--- src/rtl/ps2_pkg.sv ---
// Shared PS/2 definitions: frame size, device-transmit FSM states, parity helper.
// Reused by the device transmitter, the receiver and the future host-side transmitter.
package ps2_pkg;

    localparam int PS2_FRAME_BITS = 11;

    typedef enum logic [1:0] {
        ST_IDLE = 2'd0,
        ST_HIGH = 2'd1,
        ST_LOW  = 2'd2,
        ST_GAP  = 2'd3
    } ps2_tx_state_t;

    function automatic logic ps2_odd_parity(input logic [7:0] b);
        return ~^b;
    endfunction

endpackage

--- src/rtl/ps2_tick_gen.sv ---
// Loadable down-counter; done pulses for one cycle when the loaded count expires.
// A load of N-1 makes done fire on the N-th cycle after the load edge.
module ps2_tick_gen #(
    parameter int W = 4
) (
    input  logic         clk,
    input  logic         rst,
    input  logic         load,
    input  logic [W-1:0] load_val,
    output logic         done
);

    logic [W-1:0] cnt;
    logic         active;

    always_ff @(posedge clk) begin
        if (rst) begin
            cnt    <= '0;
            active <= 1'b0;
        end else if (load) begin
            cnt    <= load_val;
            active <= 1'b1;
        end else if (active) begin
            if (cnt == '0) active <= 1'b0;
            else           cnt    <= cnt - W'(1);
        end
    end

    assign done = active && (cnt == '0);

endmodule

--- src/rtl/ps2_kbd_tx.sv ---
// Device-side PS/2 transmitter: byte in, 11-bit frame out on kbd = {data, clock}.
// Optional PS2_KBD_TX_ERR_INJECT_EN adds err_inject to invert the parity of one frame.
module ps2_kbd_tx
    import ps2_pkg::*;
#(
    parameter int CLK_DIV = 2500,
    parameter int GAP     = 5000
) (
    input  logic       clk,
    input  logic       rst,
    input  logic [7:0] in_data,
    input  logic       in_valid,
    output logic       in_ready,
    output logic [1:0] kbd,
`ifdef PS2_KBD_TX_ERR_INJECT_EN
    input  logic       err_inject,
`endif
    output logic       busy
);

    localparam int MAXC = (CLK_DIV > GAP) ? CLK_DIV : GAP;
    localparam int CW   = $clog2(MAXC);
    localparam logic [CW-1:0] DIV_LD = CW'(CLK_DIV - 1);
    localparam logic [CW-1:0] GAP_LD = CW'(GAP - 1);
    localparam logic [3:0]    LAST   = 4'(PS2_FRAME_BITS - 1);

    ps2_tx_state_t               state, state_nxt;
    logic [PS2_FRAME_BITS-1:0]   frame;
    logic [3:0]                  idx;
    logic                        accept, tick, ld, par;
    logic [CW-1:0]               ld_val;

    assign accept = in_valid && in_ready && (state == ST_IDLE);

`ifdef PS2_KBD_TX_ERR_INJECT_EN
    assign par = ps2_odd_parity(in_data) ^ err_inject;
`else
    assign par = ps2_odd_parity(in_data);
`endif

    ps2_tick_gen #(.W(CW)) u_tick (
        .clk      (clk),
        .rst      (rst),
        .load     (ld),
        .load_val (ld_val),
        .done     (tick)
    );

    always_comb begin
        state_nxt = state;
        ld        = 1'b0;
        ld_val    = DIV_LD;
        case (state)
            ST_IDLE: if (accept) begin state_nxt = ST_HIGH; ld = 1'b1; end
            ST_HIGH: if (tick)   begin state_nxt = ST_LOW;  ld = 1'b1; end
            ST_LOW: if (tick) begin
                ld = 1'b1;
                if (idx == LAST) begin
                    state_nxt = ST_GAP;
                    ld_val    = GAP_LD;
                end else begin
                    state_nxt = ST_HIGH;
                end
            end
            ST_GAP:  if (tick)   state_nxt = ST_IDLE;
            default: state_nxt = ST_IDLE;
        endcase
    end

    // frame[0] is always the bit on the wire; shifting happens only at HIGH entry
    always_ff @(posedge clk) begin
        if (rst) begin
            state    <= ST_IDLE;
            frame    <= '1;
            idx      <= '0;
            kbd      <= 2'b11;
            in_ready <= 1'b0;
            busy     <= 1'b0;
        end else begin
            state    <= state_nxt;
            in_ready <= (state_nxt == ST_IDLE);
            busy     <= (state_nxt != ST_IDLE);
            case (state)
                ST_IDLE: if (accept) begin
                    frame <= {1'b1, par, in_data, 1'b0};
                    idx   <= '0;
                    kbd   <= 2'b01;
                end
                ST_HIGH: if (tick) kbd[0] <= 1'b0;
                ST_LOW: if (tick) begin
                    if (idx == LAST) begin
                        kbd <= 2'b11;
                    end else begin
                        idx   <= idx + 4'd1;
                        frame <= frame >> 1;
                        kbd   <= {frame[1], 1'b1};
                    end
                end
                default: kbd <= 2'b11;
            endcase
        end
    end

endmodule

--- config.mk ---
export PLATFORM = sky130hd
export DESIGN_NAME = ps2_kbd_tx
export DESIGN_NICKNAME = d
export VERILOG_FILES = /design/src/rtl/ps2_pkg.sv /design/src/rtl/ps2_tick_gen.sv /design/src/rtl/ps2_kbd_tx.sv
export SDC_FILE = /design/constraint.sdc
export NUM_CORES = 1
export LEC_CHECK = 0
export ABC_AREA = 1
export CAP_MARGIN = 5
export CORE_AREA = 8 8 74 76
export DETAILED_ROUTE_END_ITERATION = 16
export DIE_AREA = 0 0 82 84
export GPL_TIMING_DRIVEN = 0
export PLACE_DENSITY = 0.82
export REMOVE_ABC_BUFFERS = 1
export SLEW_MARGIN = 20
export SYNTH_ARGS = -nofsm -noshare
export SYNTH_HDL_FRONTEND = slang
export SYNTH_HIERARCHICAL = 1
export SYNTH_SLANG_ARGS = --single-unit
--- constraint.sdc ---
create_clock -name clk -period 1.85 [get_ports clk]
set_input_delay 0.185 -clock clk [delete_from_list [all_inputs] [get_ports clk]]
set_output_delay 0.185 -clock clk [all_outputs]
set_load 0.005 [all_outputs]
==> results of run 1 <==
[critical path: cells and delay by family, from the launching register on]
family	cells	cell delay, ns
compound gates	2	0.27
fa+ha+maj	1	0.14
buf+inv	3	0.41
flops	1	0.33
simple gates	6	0.79
[power groups by stage]
stage / clock (W) / sequential [W] / combinational [W]
6_report: 0.000583 / 0.000965 / 0.00148
5_1_grt: 0.000620 / 0.000981 / 0.00168
4_1_cts: 0.000589 / 0.000957 / 0.00137
3_5_place_dp: 0 / 0.000965 / 0.00112
3_3_place_gp: 0 / 0.000962 / 0.00110
2_1_floorplan: 0 / 0.000944 / 0.000903
[synthesized netlist by cell type (all sizes together)]
master | number | area, um2
o211ai | 10 | 75.1
nand3 | 22 | 125
nor3 | 6 | 40.0
clkbuf | 3 | 11.3
dfxtp | 34 | 681
nor2 | 44 | 188
nand3b | 2 | 15.0
ha | 8 | 100
inv | 39 | 146
or2 | 1 | 6.26
o21ai | 20 | 100
a31oi | 1 | 6.26
a21oi | 15 | 78.8
buf | 8 | 81.3
nor4 | 1 | 6.26
xor2 | 4 | 35.0
nand4 | 3 | 18.8
conb | 2 | 7.51
nand2 | 130 | 510
[metrics by stage]
step | setup slack [ns] | hold slack, ns | area, um2 | TNS (ns)
after global routing | -0.388 | 0.504 | 2770 | -5.34
after floorplan | -0.581 | 0.247 | 2160 | -7.04
after CTS | -0.189 | 0.474 | 2690 | -2.23
final | -0.255 | 0.475 | 2770 | -2.87
after global placement | -1.33 | 0.451 | 2370 | -20.32
after detailed placement | -1.34 | 0.457 | 2370 | -20.79
[routing by layer]
metal,wire length [um],vias up,GRT usage [%]
li1,-,1176,-
met4,86,0,5.59
met3,304,11,3.56
met5,0,-,0
met1,2200,1026,19.2
met2,2920,69,29.5
[repair_timing]
item | CTS | global route
pin swaps | 19 | 7
hold buffers | 0 | 0
cloned | 1 | 1
setup buffers | 13 | 2
gates resized for setup | 32 | 19
setup endpoints to repair | 34 | 30
[logic make-up after synthesis]
kind of cell               after synthesis
adders and majority gates                8
xor gates and xnor gates                 4
DFF                                     34
other                                    2
buffers and inverters                   50
and+or+nand+nor                        209
AOI/OAI and AO/OA                       46
[state kept, by name (all words and copies together) (netlist names)]
name / cells
u_tick/active: 1
busy: 1
frame: 10
state: 2
u_tick/cnt: 13
kbd: 2
idx: 4
in_ready: 1
[how the worst max path moves through the flow]
| stage | to | from | cells past startpoint | slack, ns |
|---|---|---|---|---|
| 2_1_floorplan | u_tick/cnt[11]$_SDFFE_PP0P_ | u_tick/cnt[0]$_SDFFE_PP0P_ | 13 | -0.58 |
| 3_3_place_gp | u_tick/cnt[11]$_SDFFE_PP0P_ | u_tick/cnt[0]$_SDFFE_PP0P_ | 13 | -1.33 |
| 3_5_place_dp | u_tick/cnt[9]$_SDFFE_PP0P_ | u_tick/cnt[0]$_SDFFE_PP0P_ | 13 | -1.34 |
| 4_1_cts | u_tick/cnt[7]$_SDFFE_PP0P_ | u_tick/cnt[1]$_SDFFE_PP0P_ | 12 | -0.19 |
| 5_1_grt | u_tick/cnt[11]$_SDFFE_PP0P_ | u_tick/cnt[1]$_SDFFE_PP0P_ | 12 | -0.39 |
| 6_report | u_tick/cnt[6]$_SDFFE_PP0P_ | u_tick/cnt[1]$_SDFFE_PP0P_ | 12 | -0.26 |
[layout make-up]
cell class	count	area, um2	share of cell area, %
clock buffers	7	86.3	3.12
clock inverters	1	5.00	0.181
inverters	39	163	5.88
multi-input cells	277	1490	53.9
flip-flops and latches	34	682	24.6
well taps	52	65.1	2.35
repair buffers	29	275	9.95
==> results.md, run 1 <==
* Count of final max-slew check failures at 0
* Routed WL at 5510 um
* Flops & latches, synth at 34
* Worst Skew at 0.00707 ns
* Int Power at 0.00174 W
* Most frequent cells in the layout: 116 x nand2_1, 34 x nor2_1, 33 x dfxtp_1
* Sequential element share of the synthesized area at 30.5%
* Min-Delay Endpoint: frame[6]$_SDFFE_PP1P_
* Sw Share at 42.8%
* Grt ovf at 0
* Final period utilization at 114%
* Finish-stage setup viols at 15
* Final ANT Viol Nets at 0
* CP max FO at 7
* CP Class: flop to flop
* Htree depth at 2
* Row count at 24
* Die Span Y at 84 um
* Longest Clk Path Bufs at 2
* Leakage at 1.30 nW
* Initial Util at 52.3%
* IO Count at 15
* Post-DP HPWL at 3240 um
* Routed via count at 2,282
* Max_cap viols at 0
* Clock power frac at 19.2%
* Core region area at 4260 um2
* Largest net degree at the start of global routing at 21
* Failing checks: setup timing
* Clk sinks at 34
* Synth Area in XOR/XNOR at 1.57%
* Initial DRC count at 191
* Setup ws final at -0.255 ns
* First-pass GRT wire length at 9480 um
* Peak supply drop at 0.541 mV
* Worst reg2reg setup slack at -0.26 ns
* Port bufs at 14
* Total chip power at 0.00303 W
* CP endpoint kind: flop
* Share of power burned in registers at 31.8%
* # placed instances at 414
* Fraction of layout cells with a size suffix above 1 at 17.8%
* DR vias/cell at 5.20
* Ant diodes at 0
* Placer Congestion at 0.932
* PwrDens at 1100 nW/um2
* Combinational family with the most area after synthesis: simple AND/OR/NAND/NOR gates
* Switching power at 0.00130 W
* Worst slew pin tran at 0.745 ns
* Core Util, Final at 64.9%
* Reg-to-reg startpoint: u_tick/cnt[1]$_SDFFE_PP0P_
* RSZ-0062 raised after global routing: yes
* Max stage delay on crit path at 0.33 ns
* Number of global-route vias before repair at 2,185
* Layout area overhead at 24.0%
* Commonest non-fill, non-tap cell in the layout: nand2_1
* Hold depth at 2
* Post-synthesis average cell area at 6.32 um2
* GRT Total Usage at 16.9%
* Crit path DAT at 2.24 ns
* Hold Violations, Final at 0
* Reg2reg end: u_tick/cnt[6]$_SDFFE_PP0P_
* Post-route DRC at 0
* Hold Crit Class: flop to flop
* Nets at 405
* Combinational share of power at 49.0%
* CTS tree: built
* CP Launch Type: flop
* Layout Cells excl Fill at 439
* Initial antenna violation count at 0
* Fill cells at 376
* Die width at 82 um
* Adder-Cell Fraction of Synth Area at 4.48%
* Hold_sp: frame[6]$_SDFFE_PP1P_
* Synth warn at 6
* CTS buffer count at 5
* F_max at 475 MHz
* Post-synthesis mux area share at 0%
* Slew headroom at 50.2%
* Distinct cells, synth at 30
* Root buf cell: clkbuf_8
* Die footprint at 6890 um2
* First-pass iteration count of the detailed router at 4
* Req. time, crit path at 1.99 ns
* Status: complete, but fails checks
* Mapped cell area at 2230 um2
* Tmin final at 2.11 ns
* Routed WL per cell at 12.6 um
* CP cell instances: inv_2 -> ha_4 -> nand4_1 -> nor4_4 -> nand2_1 -> a21oi_4 -> clkinvlp_4 -> nand3_2 -> nand2_4 -> buf_6 -> nand2_2 -> a21oi_1
* Slowest CP cell: dfxtp_2
* R2R cell count at 12
* Complex-gate fraction of the synthesized area at 11.7%
* Worst-path clk slew at 0.07 ns
* Post-Synthesis Cells at 353
* Clk_lat worst skew at 0.30 ns
* Post-Synth Simple-Gate Area at 40.8%
No activity file was read; power rests on OpenSTA's default activity.
==> run 2, diff against run 1 <==
CORE_AREA = 8 8 84 86   (was 8 8 74 76)
DIE_AREA = 0 0 92 94   (was 0 0 82 84)
PLACE_DENSITY = 0.67   (was 0.82)
==> run 2 against run 1 <==
The run still ends with setup timing left. Worst hold slack got worse by 0.0044 ns. Combinational power barely moved. Setup slack improved by 0.095 ns. Via count fell by 2.5%. Die area rose by 26%. Sequential cell count did not move. Critical path depth rose by 1. Cell count rose by 4.6%. Largest power group unchanged.
==> results.md, run 2 (synthesis gave the netlist of run 1 again) <==
* Count of final max-slew check failures at 0 (unchanged)
* Hold_sp: frame[9]$_SDFFE_PP1P_
* Most frequent cells in the layout: 116 x nand2_1, 34 x inv_1, 31 x nor2_1
* Setup ws final at -0.160 ns (+0.0947 ns)
* Final ANT Viol Nets at 0 (unchanged)
* Initial antenna violation count at 0 (unchanged)
* Layout area overhead at 24.3%
* Grt ovf at 0 (unchanged)
* Die width at 92 um (+12%)
* R2R cell count at 13 (+1)
* CP max FO at 6 (-1)
* Min-Delay Endpoint: frame[9]$_SDFFE_PP1P_
* Worst Skew at 0.00646 ns (-0.000609 ns)
* Multi-input gate area at 1460 um2 (-2.4%)
* Fill cells at 602 (+60%)
* Top Registers: u_tick/cnt: 13 flops, frame: 10 flops, idx: 4 flops
* Routed WL at 5300 um (-3.8%)
* CTS tree: built
* Root buf cell: clkbuf_8
* Hold depth at 2 (unchanged)
* Hold Crit Class: flop to flop
* Reg-to-reg startpoint: u_tick/cnt[1]$_SDFFE_PP0P_
* Met2 global-route usage at 20.0% (-9.6 points)
* Row count at 28 (+17%)
* CP Class: flop to flop
* Worst slew pin tran at 0.738 ns (-0.00628 ns)
* IO Count at 15 (unchanged)
* Req. time, crit path at 2.00 ns (about the same)
* Largest register by flop count: u_tick/cnt
* Number of global-route vias before repair at 2,008 (-8.1%)
* Htree depth at 2 (unchanged)
* DR vias/cell at 4.85 (-6.7%)
* Post-DP HPWL at 3490 um (+7.8%)
* Core region area at 5750 um2 (+35%)
* Grt met3 use at 2.96% (-0.60 points)
* Finish-stage setup viols at 18 (+3)
* Placer Congestion at 0.852 (-8.6%)
* Post-route DRC at 0 (unchanged)
* Met1 usage at 15.1% (-4.1 points)
* Fraction of layout cells with a size suffix above 1 at 18.5% (+0.66 points)
* Clk sinks at 34 (unchanged)
* Initial DRC count at 100 (-48%)
* Port bufs at 14 (unchanged)
* First-pass iteration count of the detailed router at 4 (unchanged)
* Die footprint at 8650 um2 (+26%)
* Layout Cells excl Fill at 459 (+4.6%)
* Peak supply drop at 0.688 mV (+27%)
* Leakage at 1.30 nW (+0.18%)
* Ant diodes at 0 (unchanged)
* Reg2reg end: u_tick/cnt[11]$_SDFFE_PP0P_
* CTS buffer count at 5 (unchanged)
* PwrDens at 1130 nW/um2 (+2.8%)
* Routed WL per cell at 11.6 um (-8.0%)
* Routed via count at 2,225 (-2.5%)
* Tmin final at 2.01 ns (-0.0947 ns)
* Final period utilization at 109% (-5.1 points)
* Worst reg2reg setup slack at -0.16 ns (+0.09 ns)
* Max reg flops at 13 (unchanged)
* Total chip power at 0.00313 W (+3.1%)
* Busiest grt layer: met2
* Largest net degree at the start of global routing at 26 (+24%)
* RSZ-0062 raised after global routing: yes
* Failing checks: setup timing
* CTS Hold Bufs at 0 (unchanged)
* Clk_lat worst skew at 0.29 ns (about the same)
* Die Span Y at 94 um (+12%)
* Register area at 688 um2 (+0.92%)
* Hold Violations, Final at 0 (unchanged)
* # placed instances at 437 (+5.6%)
* First-pass GRT wire length at 8870 um (-6.5%)
* GRT Total Usage at 12.3% (-4.5 points)
* CP endpoint kind: flop
* Nets at 402 (-0.74%)
* Status: complete, but fails checks
* Critical path origin: u_tick/cnt[1]$_SDFFE_PP0P_
* TNS Setup at -1.70 ns (+1.17 ns)
* CP Launch Type: flop
* F_max at 497 MHz (+4.7%)
* Commonest non-fill, non-tap cell in the layout: nand2_1
* Slew headroom at 50.6% (+0.42 points)
* Initial Util at 38.9% (-13 points)
* Crit path DAT at 2.16 ns (-0.08 ns)
* Worst-path clk slew at 0.07 ns (about the same)
* Longest Clk Path Bufs at 2 (unchanged)
* Max_cap viols at 0 (unchanged)
==> run 2: changes by cell type in the layout (fill, tap and decap cells not counted), sizes merged <==
cell	change
clkbuf	-2
bufinv	+1
clkinv	+1
buf	-2
nand2	-1
==> run 2: worst max-delay path, cell delays in order, from the launching register on <==
cell	delay [ns]
dfxtp_2	0.33
inv_2	0.07
ha_4	0.13
nand4_1	0.17
nor4_4	0.23
nand2_2	0.11
a21oi_4	0.16
clkinvlp_4	0.15
nand3_2	0.14
nand2_4	0.10
nand2_1	0.08
nand2_1	0.05
nor2_1	0.09
nor2_1	0.05
==> run 2: final cells by class <==
class	count	area share, %
clock inverters	3	1.44
well taps	75	3.38
flip-flops and latches	34	24.8
inverters	39	5.41
multi-input cells	276	52.5
clock buffers	5	2.48
repair buffers	27	10.0
==> run 2: worst max-delay path by stage <==
stage	to	slack [ns]
finish	u_tick/cnt[11]$_SDFFE_PP0P_	-0.16
global route	u_tick/cnt[8]$_SDFFE_PP0P_	-0.29
CTS	u_tick/cnt[11]$_SDFFE_PP0P_	-0.21
detailed placement	u_tick/cnt[11]$_SDFFE_PP0P_	-1.39
global placement	u_tick/cnt[7]$_SDFFE_PP0P_	-1.32
floorplan	u_tick/cnt[11]$_SDFFE_PP0P_	-0.58
==> run 2: metal layers <==
metal,vias up,share of wire (%)
met2,40,48
li1,1165,-
met5,-,0
met4,0,2.3
met3,15,3.5
met1,1005,47
==> run 2: repair_timing <==
action,4_1_cts,5_1_grt
hold endpoints to repair,0,0
endpoints found under the setup margin,29,33
gates resized for setup,19,23
cloned,1,0
buffers inserted,6,7
pin swaps,8,7
==> run 2: through the flow <==
step / utilization (%) / area (um2) / hold WS, ns / setup WS [ns]
global placement: 41.7 / 2400 / 0.444 / -1.32
floorplan: - / 2160 / 0.247 / -0.581
CTS: 45.6 / 2620 / 0.474 / -0.206
finish: 48.3 / 2770 / 0.471 / -0.160
global route: 48.3 / 2770 / 0.501 / -0.289
detailed placement: 41.7 / 2400 / 0.457 / -1.39
==> run 2: power breakdown <==
group,internal [W],switching (W),total [W]
clock network,0.000396,0.000283,0.000679
logic,0.000561,0.000910,0.00147
registers,0.000856,0.000118,0.000975
==> run 3, diff against run 2 <==
CTS_BUF_LIST = sky130_fd_sc_hd__clkbuf_4 sky130_fd_sc_hd__clkbuf_8   (was default)
==> results of run 3 <==
Final layout, timing and power as in run 2 (identical DEF).
